## config.mk

```make
export PLATFORM = sky130hd
export DESIGN_NAME = load_use_scoreboard
export DESIGN_NICKNAME = d
export VERILOG_FILES = /design/src/rtl/hazard_pkg.sv /design/src/rtl/scoreboard_entry.sv /design/src/rtl/load_use_scoreboard.sv
export SDC_FILE = /design/constraint.sdc
export NUM_CORES = 1
export LEC_CHECK = 0
export CORE_MARGIN = 2
export CORE_UTILIZATION = 47
export CTS_CLUSTER_DIAMETER = 40
export DETAILED_ROUTE_END_ITERATION = 10
export PLACE_DENSITY_LB_ADDON = 0.25
export SYNTH_ARGS = -nofsm -noshare
export SYNTH_HDL_FRONTEND = slang
export SYNTH_SLANG_ARGS = --single-unit
```

## constraint.sdc

```tcl
create_clock -name clk -period 2.5 [get_ports clk]
set_input_delay 0.5 -clock clk [delete_from_list [all_inputs] [get_ports clk]]
set_output_delay 0.5 -clock clk [all_outputs]
set_load 0.1 [all_outputs]
```

## src/rtl/hazard_pkg.sv

```systemverilog
// -----------------------------------------------------------------------------
// hazard_pkg
// Shared definitions for the IF/ID hazard unit:
//   REG_ADDR_W_DEFAULT  default register address width
//   MIN_LATENCY/MAX_LATENCY  legal range for load and write-back latencies
//   lat_t               type wide enough for any legal latency value
//   cnt_width()         countdown counter width for a pair of latencies
// -----------------------------------------------------------------------------
package hazard_pkg;

   localparam int REG_ADDR_W_DEFAULT = 3;

   localparam int MIN_LATENCY = 1;
   localparam int MAX_LATENCY = 7;

   // Width that can hold any latency value up to MAX_LATENCY.
   localparam int LAT_W = $clog2(MAX_LATENCY + 1);

   typedef logic [LAT_W-1:0] lat_t;

   // A counter is loaded with lat-1 and counts to zero, so it only has to
   // hold values up to max(latencies)-1. Sizing for max+1 states keeps the
   // width at least one bit even when both latencies are 1.
   function automatic int cnt_width(input int load_lat, input int wb_lat);
      int m;
      m = (load_lat > wb_lat) ? load_lat : wb_lat;
      if (m < MIN_LATENCY) begin
         m = MIN_LATENCY;
      end
      return $clog2(m + 1);
   endfunction

endpackage

```

## src/rtl/scoreboard_entry.sv

```systemverilog
// -----------------------------------------------------------------------------
// scoreboard_entry
// One per-register countdown counter of the load-use scoreboard.
// Ports:
//   clk       clock
//   rst       synchronous active-high reset, clears the counter
//   load      a tracked write to this register is in ID this cycle
//   load_val  value to load (latency minus one)
//   busy      counter is nonzero, the register result is not yet usable
// -----------------------------------------------------------------------------
module scoreboard_entry
   import hazard_pkg::*;
#(
   parameter int W = LAT_W
) (
   input  logic         clk,
   input  logic         rst,
   input  logic         load,
   input  logic [W-1:0] load_val,
   output logic         busy
);

   logic [W-1:0] cnt_q;

   // Reset beats a new write, and a new write always overwrites whatever
   // countdown is in flight: the youngest writer of a register is the one
   // a later reader depends on, so there is no merging with the old value.
   always_ff @(posedge clk) begin
      if (rst) begin
         cnt_q <= '0;
      end else if (load) begin
         cnt_q <= load_val;
      end else if (cnt_q != '0) begin
         cnt_q <= cnt_q - 1'b1;
      end
   end

   assign busy = (cnt_q != '0);

endmodule

```

## src/rtl/load_use_scoreboard.sv

```systemverilog
// -----------------------------------------------------------------------------
// load_use_scoreboard
// Hazard unit between IF and ID. Keeps a countdown per architectural register
// for results that are not yet forwardable and stalls the IF instruction when
// one of its used sources is still outstanding.
// Parameters:
//   REG_ADDR_W    register address width, NUM_REGS = 2**REG_ADDR_W
//   LOAD_LATENCY  stall cycles seen by an immediate dependent of a load (1..7)
//   FWD_EN        1: only loads are tracked; 0: every register write is
//   WB_LATENCY    stall cycles for a non-load write when FWD_EN=0 (1..7)
//   CNT_W         width of the saturating stall counter
// Ports:
//   clk, rst                  clock, synchronous active-high reset
//   id_valid                  ID holds a real instruction
//   id_mem_read               ID instruction is a load
//   id_reg_write              ID instruction writes a register
//   id_dest                   ID destination register
//   if_valid                  IF holds a real instruction
//   if_src1/if_src2           IF source register fields
//   if_src1_used/if_src2_used the corresponding source is really read
//   stall                     hold PC and IF/ID, bubble ID/EX
//   pending                   per-register "countdown nonzero" flags
//   stall_count               saturating count of stall cycles since reset
// -----------------------------------------------------------------------------
module load_use_scoreboard
   import hazard_pkg::*;
#(
   parameter int REG_ADDR_W   = REG_ADDR_W_DEFAULT,
   parameter int LOAD_LATENCY = 1,
   parameter int FWD_EN       = 1,
   parameter int WB_LATENCY   = 3,
   parameter int CNT_W        = 16,
   localparam int NUM_REGS    = 2 ** REG_ADDR_W
) (
   input  logic                  clk,
   input  logic                  rst,
   input  logic                  id_valid,
   input  logic                  id_mem_read,
   input  logic                  id_reg_write,
   input  logic [REG_ADDR_W-1:0] id_dest,
   input  logic                  if_valid,
   input  logic [REG_ADDR_W-1:0] if_src1,
   input  logic [REG_ADDR_W-1:0] if_src2,
   input  logic                  if_src1_used,
   input  logic                  if_src2_used,
   output logic                  stall,
   output logic [NUM_REGS-1:0]   pending,
   output logic [CNT_W-1:0]      stall_count
);

   localparam int CW = cnt_width(LOAD_LATENCY, WB_LATENCY);

   // Counters hold lat-1: the cycle the producer sits in ID is the first
   // stall cycle and is caught by the direct ID comparison below.
   localparam lat_t LOAD_LAT_M1 = lat_t'(LOAD_LATENCY - 1);
   localparam lat_t WB_LAT_M1   = lat_t'(WB_LATENCY - 1);
   localparam logic [CW-1:0] LOAD_VAL = CW'(LOAD_LAT_M1);
   localparam logic [CW-1:0] WB_VAL   = CW'(WB_LAT_M1);

   logic            tracked_write;
   logic [CW-1:0]   load_val;
   logic [NUM_REGS-1:0] busy_vec;
   logic            src1_match;
   logic            src2_match;
   logic [CNT_W-1:0] stall_cnt_q;

   // An ID instruction needs tracking when its result cannot be forwarded in
   // time: loads always, and any register write when forwarding is disabled.
   // Writes to r0 are discarded by the register file, so they never count.
   // A load that also claims reg_write is timed as a load.
   always_comb begin
      tracked_write = id_valid && (id_dest != '0) &&
                      (id_mem_read || ((FWD_EN == 0) && id_reg_write));
      load_val      = id_mem_read ? LOAD_VAL : WB_VAL;
   end

   // r0 is hardwired zero and never has a counter.
   assign busy_vec[0] = 1'b0;

   genvar r;
   generate
      for (r = 1; r < NUM_REGS; r++) begin : g_entry
         scoreboard_entry #(
            .W (CW)
         ) u_entry (
            .clk      (clk),
            .rst      (rst),
            .load     (tracked_write && (id_dest == REG_ADDR_W'(r))),
            .load_val (load_val),
            .busy     (busy_vec[r])
         );
      end
   endgenerate

   assign pending = busy_vec;

   // A source is hazardous if an older producer is still counting down, or
   // if the producer is right now in ID and has not reached a counter yet.
   // Unused source fields hold garbage and are ignored, as is r0.
   always_comb begin
      src1_match = if_src1_used && (if_src1 != '0) &&
                   (busy_vec[if_src1] || (tracked_write && (id_dest == if_src1)));
      src2_match = if_src2_used && (if_src2 != '0) &&
                   (busy_vec[if_src2] || (tracked_write && (id_dest == if_src2)));
      stall      = !rst && if_valid && (src1_match || src2_match);
   end

   // Performance counter of stall cycles; it sticks at all-ones rather than
   // wrapping so a long run never reports a misleadingly small number.
   always_ff @(posedge clk) begin
      if (rst) begin
         stall_cnt_q <= '0;
      end else if (stall && (stall_cnt_q != {CNT_W{1'b1}})) begin
         stall_cnt_q <= stall_cnt_q + 1'b1;
      end
   end

   assign stall_count = stall_cnt_q;

endmodule

```

-- Word-level counts from Yosys, hierarchy flattened
Cells that the tools add are included.
- register bits: 30
- logic and storage cells: 86
- input port bits: 17
- output and inout bits: 25
- equality and inequality tests: 10
- mux-type cells: 19
- reductions and logical operators: 39
- add/sub/neg operators: 8
- magnitude comparators: 2
- operator list (kind ; number):
    2-bit two-way mux ; 15
    2-bit nonzero test ; 14
    1-bit logical AND ; 18
    16-bit by 1-bit adder with 16-bit output (second input constant) ; 1
    16-bit != test (second input constant) ; 1
    2-bit by 1-bit subtractor with 2-bit output (second input constant) ; 7
    3-bit == test (second input constant) ; 4
    3-bit nonzero test ; 3
    3-bit by 4-bit less-than comparator with 1-bit output (second input constant) ; 2
    1-bit binary-select mux with 3-bit select ; 2
    3-bit by 2-bit == test with 1-bit output (second input constant) ; 2
    3-bit == test ; 2
    3-bit by 1-bit == test with 1-bit output (second input constant) ; 1
    1-bit logical OR ; 3
    1-bit two-way mux ; 2
    1-bit logical NOT ; 1

-- Longest topological paths before layout
Gate-level depths: netlist of the first run.
- word-level depth: 9
- depth in mapped cells: 10
- gate-level depth less buffers: 9

-- Hierarchy
A second synthesis of the first run with hierarchy kept.
- cells, all modules: 236
- area, all modules: 2109.5 µm²
- by module, submodules not included (module ; sequential area each (µm²) ; instances ; cells an instance ; area each (µm²)):
    load_use_scoreboard ; 320.3 ; 1 ; 145 ; 1224.9
    scoreboard_entry ; 40.0 ; 7 ; 13 ; 126.4

-- Worst setup path before layout of the first run
OpenSTA, ideal clock, no wires.
- path kind: flip-flop to flip-flop
- start: reg stall_cnt_q[0], in the netlist stall_count[0]
- end: reg stall_cnt_q[4], in the netlist stall_count[4]
- path slack: -116 ps
- data required time: 2368 ps
- buffers on the path: 1
- period minus slack after synthesis: 2616 ps
- arrival: 2484 ps
- library setup time: 132 ps
- stages on the path, launching flop included: 8
- path through: dfxtp_1 > ha_1 > nand2_1 > or3_1 > clkbuf_1 > nor2_1 > or4_1 > a21oi_1
- longest elaborated chain between the ends: 2
- elaborated cells on any way between the ends: 3
- classes of those cells: 1 x add/sub; 1 x eq/ne; 1 x reduce/logical
- ends and longest elaborated chain (item ; RTL line ; source):
    from (decl) ; load_use_scoreboard.sv:65 ; logic [CNT_W-1:0] stall_cnt_q;
    from (signal assigned) ; load_use_scoreboard.sv:114 ; stall_cnt_q <= stall_cnt_q + 1'b1;
    branches (longest 2 deep; another with 16-bit by 1-bit adder with 16-bit output) ; - ;
Parallel ways; which one is timed is not known.
A chain may end at the register's enable or synchronous reset.

-- Worst setup path after layout of the first run
- start: in id_dest[1]
- end: out stall
- longest elaborated chain between the ends: 8
- elaborated cells on any way between the ends: 13
- classes of those cells: 2 x eq/ne; 11 x reduce/logical
- ends and longest elaborated chain (item ; RTL line ; source):
    from (decl) ; load_use_scoreboard.sv:40 ; input logic [REG_ADDR_W-1:0] id_dest,
    3-bit nonzero test ; load_use_scoreboard.sv:72 ; tracked_write = id_valid && (id_dest != '0) &&
    1-bit logical AND (2 in series) ; load_use_scoreboard.sv:72 ;
    1-bit logical AND (on tied branches) ; load_use_scoreboard.sv:102, load_use_scoreboard.sv:104 ;
    1-bit logical OR (on tied branches) ; load_use_scoreboard.sv:102, load_use_scoreboard.sv:104 ;
    1-bit logical AND (on tied branches) ; load_use_scoreboard.sv:101, load_use_scoreboard.sv:103 ;
    1-bit logical OR * ; load_use_scoreboard.sv:105 ; stall = !rst && if_valid && (src1_match || src2_match);
    1-bit logical AND * ; load_use_scoreboard.sv:105 ;
    to (decl) ; load_use_scoreboard.sv:46 ; output logic stall,
Every way passes the cells marked *; elsewhere a longest branch is shown, timed or not.

==> results of run 1 <==
## sequential cells by signal (all words and copies together) (netlist names)
register,cells
g_entry.u_entry.cnt_q,14
stall_count,16
## cells by family (layout without fill, tap and decap cells)
logic type,after synthesis,in the layout,share of synthesized area [%]
compound gates,57,57,22.4
xor+xnor,13,13,6.14
fa+ha+maj,8,8,5.40
buf+inv,50,100,13.0
flops,30,30,32.4
mux,4,4,2.16
other cells,1,1,0.202
simple gates,68,68,18.3
## repair_timing
action	CTS	global route
pin swaps	2	1
hold endpoints to repair	0	0
setup endpoints to repair	15	10
buffers inserted	1	0
resized for setup	17	12
## cell usage after synthesis (all sizes together)
master | n | area share [%]
a21oi | 20 | 5.4
a221oi | 1 | 0.47
inv | 31 | 6.3
o21ai | 2 | 0.54
nand3 | 8 | 2.2
a22oi | 1 | 0.41
o2111ai | 2 | 0.95
or4 | 10 | 4.1
o311ai | 4 | 2.8
mux2i | 4 | 2.2
nand2b | 1 | 0.34
and3 | 2 | 0.68
dfxtp | 30 | 32
xor2 | 10 | 4.7
a31o | 4 | 1.9
a31oi | 1 | 0.34
o31ai | 10 | 4.1
nor2 | 25 | 5.1
o41ai | 5 | 2.4
o211ai | 1 | 0.41
buf | 12 | 5.3
o22ai | 2 | 0.68
o311a | 2 | 1.1
nand2 | 11 | 2.2
clkbuf | 7 | 1.5
ha | 8 | 5.4
or3 | 2 | 0.68
xnor2 | 3 | 1.4
conb | 1 | 0.20
nand3b | 1 | 0.41
and4 | 1 | 0.47
a311oi | 2 | 0.95
nand4 | 4 | 1.4
nor2b | 1 | 0.34
nor3 | 2 | 0.54
## worst max path at each step
stage	endpoint	slack [ns]	startpoint	cells after the start
after global placement	stall	-0.37	id_dest[1]	8
after CTS	stall	0.002	id_dest[0]	8
final	stall	0.007	id_dest[1]	8
after floorplan	stall_count[13]	0.03	stall_count[6]	6
after detailed placement	stall_count[5]	-0.45	id_dest[1]	9
after global routing	stall	-0.03	id_dest[1]	8
## metrics by stage
step	std cells	cell area [µm²]
final	329	2420
after detailed placement	321	2310
after global routing	329	2420
after floorplan	231	1860
after global placement	321	2310
after CTS	329	2400
## routing by layer
layer | track usage (%) | share of wire [%] | up-vias
met5 | 0 | 0 | -
met4 | 7.40 | 1.6 | 0
met3 | 4.56 | 3.7 | 8
met2 | 33.4 | 47 | 34
met1 | 27.5 | 47 | 840
li1 | - | - | 917
## power by group
group / switching (mW) / total, mW / internal [mW]
clock network: 0.169 / 0.360 / 0.191
registers: 0.0442 / 0.606 / 0.562
logic: 0.883 / 1.27 / 0.385
total: 1.10 / 2.23 / 1.14
## critical path, stage by stage
cell,delay [ns]
clkdlybuf4s15_2,0.24
xor2_1,0.18
or4_1,0.51
nand4_1,0.10
a22oi_2,0.10
buf_12,0.14
inv_4,0.05
buf_12,0.16
## cell type report
type                            instances  share of cell area, %
Clock buffer                            7                   3.16
Inverter                               31                   4.92
Multi-Input combinational cell        151                   43.4
Sequential cell                        30                   24.9
Tap cell                               48                   2.48
Timing Repair Buffer                   62                   21.1
==> run metrics, run 1 <==
vias in the first global route roughly 1600; Crit Path Class in -> out; reg2reg end stall_count[11]; min cycle time layout 2.49 ns; Worst Path Arrival 1.99 ns; Total GRT Usage between 20% and 30%; Setup Skew 0.00798 ns; port bufs 39; Multi-input gate area 1050 µm²; post-route setup slack between 0.007 and 0.008 ns; CTS tree yes; row cnt 22; Synth Cell Area 1850 µm²; drt drc 0; Vias 1799; final setup fails 0; final wirelength 4.19 mm; die area about 4500 µm²; largest net degree at the start of global routing 20; Initial DRC Count 100; Post-Place Worst Slack -0.455 ns; Req. time, crit path about 2.0 ns; global-route wire length before repair around 7 mm; fmax around 0.40 GHz; clk_lat worst skew roughly 0.28 ns; Die H 66.8 µm; endpoint of the worst hold path g_entry[1].u_entry.cnt_q[1]; Hold Buf Count CTS 0; status finished clean; r2r setup slk roughly 0.22 ns; crit path launch type input port; filler instances about 340; commonest non-fill, non-tap cell in the layout buf_4; final hold vios 0; detailed placement HPWL 3.15 mm; slew of the pin with the lowest slew margin around 0.6 ns; leakage power 1.03 nW; layout cells sized above 1 about a quarter; Post-Syn Nets 256; sequential fraction of the synthesis area approximately 32%; PwrDens between 900 and 1000 nW/µm²; fin nets 306; CTS Root Buffer Type clkbuf_8; Post-Synthesis Cells 231; reg2reg start g_entry[6].u_entry.cnt_q[0]; Hold WC Path Type reg -> reg; worst vdd ir roughly 0.80 mV; Fin Setup TNS 0 ns; gpl congestion 0.811; overall power approximately 2.2 mW; final core occ 65.1%; Final Max Tran Viols 0; CP Max Fanout 4; hold-critical path depth 2; GRT overflow 0; #FFs+latches synth 30; Worst Reg-to-Reg Cells 10; fin crit share roughly 100%; Max-Slew Margin vs Limit around three fifths; Area growth syn-to-layout 30.5%; RSZ-0062 raised after global routing true; I/O Pins between 40 and 50; DR vias/cell around 5.5; register area just over 600 µm²; DR WL/cell 12.7 µm; post-route ant nets 0; max cap viols 0; drt first pass iters 4; Yosys warning total 0; CP Capture Type primary output; H-tree Lvls 2; clock-pin slew on the worst setup and hold paths approximately 0.05 ns; antenna diode count 0; most frequent cells in the layout buf_4 (45), inv_1 (30), dfxtp_1 (28); clk sinks 30; Max Buffers Root-to-Sink 2; CTS Buf Count 5; worst hold slack about 0.48 ns; HP Start g_entry[1].u_entry.cnt_q[1]; synthesized area per cell 8.02 µm²; core area 3720 µm²; Die Wd between 60 and 70 µm; Initial Utilization roughly half; synth unique cells 40; antenna violations before repair 0
No activity file was read; power rests on OpenSTA's default activity.
==> run 2: changes to the inputs <==
--- a/config.mk
+++ b/config.mk
@@ -5,7 +5,7 @@
 export SDC_FILE = /design/constraint.sdc
 export NUM_CORES = 1
 export LEC_CHECK = 0
-export CORE_MARGIN = 2
+export CORE_MARGIN = 1.5
 export CORE_UTILIZATION = 47
 export CTS_CLUSTER_DIAMETER = 40
 export DETAILED_ROUTE_END_ITERATION = 10
==> run 2 against run 1 <==
  * Sequential power hardly changed
  * Sequential cell count stayed put
  * Critical endpoint unchanged
  * Critical path type unchanged
  * Via count is 2.2% lower
==> run metrics, run 2 (same netlist as run 1, synthesis figures left out) <==
crit path launch type input port; Crit Path Class in -> out; Worst Reg-to-Reg Cells 11; final setup fails 0; leakage power around 1.1 nW; Req. time, crit path 2.00 ns; post-route ant nets 0; Area growth syn-to-layout 32.3%; clk_lat worst skew 0.28 ns; GRT overflow 0; r2r setup slk roughly 0.20 ns; Initial Utilization between 40% and 50%; PwrDens 925 nW/µm²; commonest non-fill, non-tap cell in the layout buf_4; CP max stage delay about 0.54 ns; final wirelength just over 4 mm; Final Max Tran Viols 0; H-tree Lvls 2; min cycle time layout between 2 and 2.5 ns; Total GRT Usage 20.0%; Worst Path Arrival just under 2 ns; Die H approximately 66 µm; most frequent cells in the layout buf_4 (45), inv_1 (30), dfxtp_1 (28); final hold vios 0; Post-Place Worst Slack -0.480 ns; global-route wire length before repair roughly 6.7 mm; CTS Root Buffer Type clkbuf_8; Max Buffers Root-to-Sink 2; dpl cells ~320; largest net degree at the start of global routing 20; port bufs 39; CTS tree yes; antenna violations before repair 0; CTS Buf Count 5; slew of the pin with the lowest slew margin between 0.5 and 0.6 ns; antenna diode count 0; drt first pass iters 4; gpl congestion 0.750; post-route setup slack slightly below 0.06 ns; fin nets slightly above 300; overall power around 2.3 mW; filler instances between 300 and 400; vias in the first global route about 1500; Layout Cells excl Fill approximately 330; CP max-delay cell or4_1; worst vdd ir approximately 0.95 mV; layout cells sized above 1 about a quarter; I/O Pins 42; CP Buf/Inv Count 3; die area about 4300 µm²; clock-pin slew on the worst setup and hold paths roughly 0.060 ns; DR WL/cell 12.4 µm; detailed placement HPWL 3.05 mm; status finished clean; Initial DRC Count roughly 140; CP Capture Type primary output; Hold WC Path Type reg -> reg; Vias 1760; fin crit share between 90% and 100%; row cnt 22; drt drc 0; register area 603 µm²; Crit path max-delay family simple AND/OR/NAND/NOR gates; max cap viols 0; Die Wd roughly 66 µm; CP Max Fanout 2; Hold Buf Count CTS 0; Multi-input gate area roughly 1100 µm²; Largest register FFs 16; Setup Skew roughly 0.0087 ns; Max-Slew Margin vs Limit between 60 and 70%; RSZ-0062 raised after global routing false; worst hold slack 0.491 ns; core area ~3700 µm²; hold-critical path depth 2; fmax slightly above 0.4 GHz; DR vias/cell 5.32; WP depth 7; final core occ roughly two thirds; worst path cell trace dlygate4sd2_1 -> o311ai_4 -> or4_1 -> nand4_1 -> a22oi_2 -> inv_4 -> buf_12; clk sinks 30
run 2: cell types whose count changed in the layout (fill, tap and decap cells not counted), sizes merged:
| cell | previous run | this run |
|---|---|---|
| clkbuf | 10 | 8 |
| buf | 47 | 48 |
| clkdlybuf4s50 | 4 | 5 |
| clkinv | 0 | 1 |
| clkinvlp | 0 | 1 |
| dlygate4sd2 | 5 | 4 |
| dlymetal6s2s | 1 | 2 |
run 2: timing repair:
item,in CTS,in global routing
pin swaps,1,3
setup buffers,1,0
gates resized for setup,10,18
setup endpoints to repair,14,11
hold endpoints to repair,0,0
run 2: per-stage QoR:
stage                     instance area [µm²]  setup TNS (ns)
after floorplan                          1860               0
after global placement                   2310           -6.13
after detailed placement                 2310           -6.57
after global routing                     2450               0
after CTS                                2410               0
final                                    2450               0
run 2: layout make-up:
class / instances / share of cell area [%]
clock buffer: 6 / 3.37
clock inverter: 2 / 0.510
timing repair buffer: 63 / 21.2
inverter: 31 / 4.85
sequential: 30 / 24.6
tap: 48 / 2.45
multi-input combinational: 151 / 43.0
run 2: power breakdown:
part	switching, mW	total, mW	internal, mW
sequential	0.0435	0.605	0.561
combinational	0.872	1.25	0.382
clock	0.187	0.408	0.221
total	1.10	2.27	1.16
run 2: metal layers:
layer | part of all wire (%) | wire length, µm | up-vias | GRT usage, %
li1 | - | - | 929 | -
met1 | 51 | 2090 | 800 | 27.3
met2 | 46 | 1880 | 29 | 31.4
met3 | 3.2 | 131 | 2 | 5.11
met4 | 0.51 | 21 | 0 | 4.95
met5 | 0 | 0 | - | 0
run 2: worst paths after layout:
path | from | end
max reg2reg | g_entry[1].u_entry.cnt_q[0] | stall_count[11]
min | g_entry[5].u_entry.cnt_q[1] | g_entry[5].u_entry.cnt_q[1]
min reg2reg | g_entry[5].u_entry.cnt_q[1] | g_entry[5].u_entry.cnt_q[1]
max | id_valid | stall
run 2: worst reg2reg max path: cells and delay by family, from the launching register on:
family / cells / cell delay [ns]
buffers and inverters: 4 / 0.52
adders and majority gates: 1 / 0.21
DFF: 1 / 0.35
AOI/OAI and AO/OA: 3 / 0.33
and+or+nand+nor: 3 / 0.83
